$ cat src/rtl/mem_port_arbiter.sv
// ============================================================================
//  Module   : mem_port_arbiter
//  Function : Shares one single-ported, variable-latency memory between the
//             instruction-fetch and data ports, with a watchdog on the ack.
//  Revision : 1.0  initial release
// ============================================================================
`default_nettype none

module mem_port_arbiter #(
    parameter int FETCH_STARVE = 4,
    parameter int TIMEOUT      = 64
) (
    input  logic        clk,
    input  logic        reset,
    input  logic        if_req,
    input  logic [31:0] if_addr,
    output logic [31:0] if_rdata,
    output logic        if_ready,
    input  logic        d_req,
    input  logic        d_we,
    input  logic [31:0] d_addr,
    input  logic [31:0] d_wdata,
    output logic [31:0] d_rdata,
    output logic        d_ready,
    output logic        mem_req,
    output logic        mem_we,
    output logic [31:0] mem_addr,
    output logic [31:0] mem_wdata,
    input  logic [31:0] mem_rdata,
    input  logic        mem_ack,
    output logic        err
);

    typedef enum logic [1:0] {
        S_IDLE   = 2'd0,
        S_BUSY_I = 2'd1,
        S_BUSY_D = 2'd2,
        S_DONE   = 2'd3
    } state_t;

    localparam logic [3:0]  c_starve_max = 4'(FETCH_STARVE);
    localparam logic [7:0]  c_wd_last    = 8'((TIMEOUT > 0) ? (TIMEOUT - 1) : 0);
    localparam logic        c_wd_en      = (TIMEOUT != 0);
    localparam logic [31:0] c_abort_data = 32'hDEAD_BEEF;

    state_t      r_state, w_state_nxt;
    logic [3:0]  r_starve_cnt, w_starve_nxt;
    logic [7:0]  r_wd_cnt, w_wd_nxt;
    logic        r_mem_req, w_mem_req_nxt;
    logic        r_mem_we, w_mem_we_nxt;
    logic [31:0] r_mem_addr, w_mem_addr_nxt;
    logic [31:0] r_mem_wdata, w_mem_wdata_nxt;
    logic [31:0] r_if_rdata, w_if_rdata_nxt;
    logic [31:0] r_d_rdata, w_d_rdata_nxt;
    logic        r_if_ready, w_if_ready_nxt;
    logic        r_d_ready, w_d_ready_nxt;
    logic        r_err, w_err_nxt;
    logic        w_grant_i;
    logic        w_grant_d;
    logic        w_complete;
    logic        w_abort;

    always_comb begin
        w_state_nxt     = r_state;
        w_starve_nxt    = r_starve_cnt;
        w_wd_nxt        = r_wd_cnt;
        w_mem_req_nxt   = r_mem_req;
        w_mem_we_nxt    = r_mem_we;
        w_mem_addr_nxt  = r_mem_addr;
        w_mem_wdata_nxt = r_mem_wdata;
        w_if_rdata_nxt  = r_if_rdata;
        w_d_rdata_nxt   = r_d_rdata;
        w_if_ready_nxt  = 1'b0;
        w_d_ready_nxt   = 1'b0;
        w_err_nxt       = 1'b0;
        w_grant_i       = 1'b0;
        w_grant_d       = 1'b0;
        w_complete      = 1'b0;
        w_abort         = 1'b0;

        case (r_state)
            S_IDLE: begin
                // A starved fetch outranks data; otherwise data has priority.
                if ((r_starve_cnt == c_starve_max) && if_req) begin
                    w_grant_i = 1'b1;
                end else if (d_req) begin
                    w_grant_d = 1'b1;
                end else if (if_req) begin
                    w_grant_i = 1'b1;
                end

                if (w_grant_i) begin
                    w_state_nxt     = S_BUSY_I;
                    w_mem_req_nxt   = 1'b1;
                    w_mem_we_nxt    = 1'b0;
                    w_mem_addr_nxt  = if_addr;
                    w_mem_wdata_nxt = 32'h0;
                    w_starve_nxt    = 4'd0;
                    w_wd_nxt        = 8'd0;
                end else if (w_grant_d) begin
                    w_state_nxt     = S_BUSY_D;
                    w_mem_req_nxt   = 1'b1;
                    w_mem_we_nxt    = d_we;
                    w_mem_addr_nxt  = d_addr;
                    w_mem_wdata_nxt = d_wdata;
                    w_wd_nxt        = 8'd0;
                    if (!if_req) begin
                        w_starve_nxt = 4'd0;
                    end else if (r_starve_cnt != c_starve_max) begin
                        w_starve_nxt = r_starve_cnt + 4'd1;
                    end
                end
            end

            S_BUSY_I, S_BUSY_D: begin
                // An ack arriving on the expiry cycle still completes normally.
                if (mem_ack) begin
                    w_complete = 1'b1;
                end else if (c_wd_en && (r_wd_cnt == c_wd_last)) begin
                    w_abort = 1'b1;
                end else begin
                    w_wd_nxt = r_wd_cnt + 8'd1;
                end

                if (w_complete || w_abort) begin
                    w_state_nxt   = S_DONE;
                    w_mem_req_nxt = 1'b0;
                    w_err_nxt     = w_abort;
                    if (r_state == S_BUSY_I) begin
                        w_if_ready_nxt = 1'b1;
                        w_if_rdata_nxt = w_complete ? mem_rdata : c_abort_data;
                    end else begin
                        w_d_ready_nxt  = 1'b1;
                        w_d_rdata_nxt  = w_complete ? mem_rdata : c_abort_data;
                    end
                end
            end

            default: begin
                // DONE: the requester still holds req this cycle, so never re-grant here.
                w_state_nxt = S_IDLE;
                w_wd_nxt    = 8'd0;
            end
        endcase
    end

    always_ff @(posedge clk) begin
        if (reset) begin
            r_state      <= S_IDLE;
            r_starve_cnt <= 4'd0;
            r_wd_cnt     <= 8'd0;
            r_mem_req    <= 1'b0;
            r_mem_we     <= 1'b0;
            r_mem_addr   <= 32'h0;
            r_mem_wdata  <= 32'h0;
            r_if_rdata   <= 32'h0;
            r_d_rdata    <= 32'h0;
            r_if_ready   <= 1'b0;
            r_d_ready    <= 1'b0;
            r_err        <= 1'b0;
        end else begin
            r_state      <= w_state_nxt;
            r_starve_cnt <= w_starve_nxt;
            r_wd_cnt     <= w_wd_nxt;
            r_mem_req    <= w_mem_req_nxt;
            r_mem_we     <= w_mem_we_nxt;
            r_mem_addr   <= w_mem_addr_nxt;
            r_mem_wdata  <= w_mem_wdata_nxt;
            r_if_rdata   <= w_if_rdata_nxt;
            r_d_rdata    <= w_d_rdata_nxt;
            r_if_ready   <= w_if_ready_nxt;
            r_d_ready    <= w_d_ready_nxt;
            r_err        <= w_err_nxt;
        end
    end

    assign mem_req   = r_mem_req;
    assign mem_we    = r_mem_we;
    assign mem_addr  = r_mem_addr;
    assign mem_wdata = r_mem_wdata;
    assign if_rdata  = r_if_rdata;
    assign if_ready  = r_if_ready;
    assign d_rdata   = r_d_rdata;
    assign d_ready   = r_d_ready;
    assign err       = r_err;

endmodule

`default_nettype wire

$ cat config.mk
export PLATFORM = sky130hd
export DESIGN_NAME = mem_port_arbiter
export DESIGN_NICKNAME = d
export VERILOG_FILES = /design/src/rtl/mem_port_arbiter.sv
export SDC_FILE = /design/constraint.sdc
export NUM_CORES = 1
export LEC_CHECK = 0
export CAP_MARGIN = 20
export CORE_MARGIN = 3
export CORE_UTILIZATION = 38
export DETAILED_ROUTE_END_ITERATION = 8
export HOLD_SLACK_MARGIN = 0.06
export PLACE_DENSITY_LB_ADDON = 0.12
export SYNTH_ARGS = -nofsm -noshare
export SYNTH_HDL_FRONTEND = slang
export SYNTH_SLANG_ARGS = --single-unit
$ cat constraint.sdc
create_clock -name clk -period 1.7 [get_ports clk]
set_input_delay 0.34 -clock clk [delete_from_list [all_inputs] [get_ports clk]]
set_output_delay 0.34 -clock clk [all_outputs]
set_load 0.03 [all_outputs]
==> impl_metrics.env <==
export IMPL_status="complete, but fails checks"
export IMPL_violations="setup timing"
export IMPL_synth_avg_cell_area_um2=9.441
export IMPL_core_um2=14810
export IMPL_initial_core_util_pct=39.52
export IMPL_p_sw_mw=5.588
export IMPL_globalplace_congestion=0.8202
export IMPL_gr_usage_all_layers_pct=22.06
export IMPL_hpwl_mm=12.82
export IMPL_min_period_over_period_pct=101.5
export IMPL_clockPowerShare_pct=25.7
export IMPL_synth_flop_cell="dfxtp_1"
export IMPL_clock_skew_ps=9.974
export IMPL_syn_num_nets=760
export IMPL_yosysWarnings=0
export IMPL_dr_first_iter_drc_count=276
export IMPL_synthDistinctLibCells=47
export IMPL_dr_pass1_iters=5
export IMPL_die_h_um=130.1
export IMPL_hold_path_class="primary input to register"
export IMPL_swShare_pct=38.19
export IMPL_grt_remaining_overflow=0
export IMPL_grt_pass1_wl_mm=29.86
export IMPL_start_kind="register"
export IMPL_rsz0062_at_grt="true"
export IMPL_p_int_mw=9.045
export IMPL_tightest_slew_ps=378.5
export IMPL_post_drt_wl_per_cell_um=17.05
export IMPL_drv_cap=0
export IMPL_clk_insertion_delay_late_ps=410
export IMPL_hold_violations=0
export IMPL_dp_cells=1063
export IMPL_syn_instance_count=620
export IMPL_port_buffers=266
export IMPL_p_comb_share_pct=42.3
export IMPL_syn_cell_area_um2=5853
export IMPL_final_antenna_net_count=0
export IMPL_dp_slack_ps=-518.5
export IMPL_num_fill_cells=1199
export IMPL_h_tree_depth=4
export IMPL_synth_top_area_share_pct=50.28
export IMPL_die_width_um=130.1
export IMPL_arrival_ps=2080
export IMPL_drive_above_1_share_pct=19.06
export IMPL_clockRootBuffer="clkbuf_16"
export IMPL_grt_pass1_vias=5907
export IMPL_grt_max_degree=74
export IMPL_io_pins=267
export IMPL_relSlewSlack_pct=74.77
export IMPL_syn_to_final_growth_pct=70.46
export IMPL_vias=5917
export IMPL_place_area_um2=8921
export IMPL_clockBufferDepth=2
export IMPL_setup_slack_ps=-26.12
export IMPL_synthArstFlopShare_pct=0
export IMPL_ir_worst_vdd_uv=730.0
export IMPL_finalNonFillerCells=1123
export IMPL_slew_viol_final=0
export IMPL_fin_nets=1066
export IMPL_max_freq_mhz=579.3
export IMPL_yosysMostFrequentCell="dfxtp_1"
export IMPL_cts_buffers=17
export IMPL_synthTopCellsByArea="dfxtp_1 50%, o221a_1 8.1%, nand2_1 7.6%"
export IMPL_synth_seq_area_share_pct=50.28
export IMPL_vias_per_cell=5.269
export IMPL_min_period_ps=1726
export IMPL_criticalPathCategory="register to register"
export IMPL_p_leak_nw=4.310
export IMPL_required_ps=2050
export IMPL_row_count=44
export IMPL_antenna_found_initial=0
export IMPL_antenna_cells=0
export IMPL_powerDensity_nw_per_um2=1467
export IMPL_drc=0
export IMPL_power_frac_seq_pct=32.0
export IMPL_synth_edf_count=0
export IMPL_setup_viol=12
export IMPL_fin_area_um2=9977
export IMPL_crit_fanout=6
export IMPL_yosysTopAreaCell="dfxtp_1"
export IMPL_die_area_um2=16930
export IMPL_clkSinkCount=147
export IMPL_synthTopCellsByCount="147 x dfxtp_1, 119 x nand2_1, 44 x a21oi_1, 43 x nand3_1, 42 x o221a_1"
export IMPL_totalWireLength_mm=19.14
export IMPL_path_clk_slew_ps=60
export IMPL_holdWs_ps=248.3
export IMPL_cp_end_kind="register"
export IMPL_synth_seq_cells=147
export IMPL_cts_tree="yes"
[power groups by stage]
stage | Combinational, mW | Sequential, mW | Clock [mW]
floorplan | 1.90 | 6.29 | 0
global placement | 6.02 | 4.73 | 0
detailed placement | 6.11 | 4.76 | 0
CTS | 6.03 | 4.68 | 3.82
global route | 6.59 | 4.78 | 3.99
finish | 6.20 | 4.68 | 3.76
[registers in the layout, summed over array words and instances, names as in the netlist]
register / count
d_rdata: 32
d_ready: 1
err: 1
if_rdata: 32
if_ready: 1
mem_addr: 32
mem_req: 1
mem_wdata: 32
mem_we: 1
r_starve_cnt: 4
r_state: 2
r_wd_cnt: 8
[final cells by class]
class | count | area, µm² | area share [%]
Clock buffer | 19 | 452.9 | 4.540
Clock inverter | 13 | 146.4 | 1.467
Inverter | 25 | 93.84 | 0.9406
Multi-Input combinational cell | 394 | 2741 | 27.48
Sequential cell | 147 | 2949 | 29.56
Tap cell | 184 | 230.2 | 2.308
Timing Repair Buffer | 341 | 3363 | 33.71
[critical path, cell delays in order (launching register included)]
cell,delay (ps)
dfxtp_2,330
inv_2,50
ha_4,270
and4_4,220
a21boi_4,60
buf_6,120
buf_6,110
nor2_4,180
buf_12,160
o221a_1,170
[stage by stage]
step                      power (mW)  setup TNS (ps)  util, %
after floorplan                8.197               0        -
after global placement         10.75          -32380    60.24
after detailed placement       10.86          -38440    60.24
after CTS                      14.53          -524.5    65.80
after global routing           15.36           -1774    67.37
final                          14.63          -255.9    67.37
[layer usage]
metal	GRT usage [%]	vias to the layer above	routed length [µm]
li1	-	2873	-
met1	25.53	2819	7517
met2	39.14	202	10040
met3	6.467	23	1291
met4	7.029	0	294
met5	0	-	0
[final timing paths]
| path | slack [ps] | start | cells after the start | end |
|---|---|---|---|---|
| max | -30 | r_state[1]$_SDFFE_PP0P_ | 9 | d_rdata[7]$_SDFFE_PP0P_ |
| min | 250 | reset | 2 | if_ready$_SDFF_PP0_ |
| max reg2reg | -30 | r_state[1]$_SDFFE_PP0P_ | 9 | d_rdata[7]$_SDFFE_PP0P_ |
| min reg2reg | 450 | mem_wdata[3]$_SDFFE_PP0P_ | 2 | mem_wdata[3]$_SDFFE_PP0P_ |
[cells in the final DEF, fill, tap and decap left out, types with 4 or more instances in the layout]
cell / n
clkdlybuf4s50_1: 132
inv_2: 6
nand2_1: 119
o32ai_1: 5
o21ai_0: 36
nand3_2: 8
buf_6: 7
nor2_1: 8
o221a_1: 42
dlygate4sd2_1: 133
inv_6: 5
a31oi_1: 32
a21oi_2: 8
dfxtp_1: 142
o32ai_2: 13
inv_1: 19
nor2_4: 4
a21oi_1: 36
nand3_1: 34
buf_4: 47
buf_12: 14
dfxtp_2: 5
clkbuf_16: 20
[kinds of logic (layout without fill, tap and decap cells)]
logic type | count (synthesis) | count (layout) | share of synthesized area (%)
adders and majority gates | 6 | 6 | 1.283
AOI/OAI and AO/OA | 198 | 198 | 27.36
DFF | 147 | 147 | 50.28
and+or+nand+nor | 187 | 189 | 14.24
buffers and inverters | 81 | 398 | 6.670
muxes | 1 | 1 | 0.1710
[repair_timing]
action / CTS / global route
setup buffers: 18 / 4
pin swaps: 7 / 29
setup endpoints to repair: 234 / 94
cloned: 5 / 2
resized for setup: 160 / 35
hold buffers: 0 / 0
(Power assumes the default switching activity.)
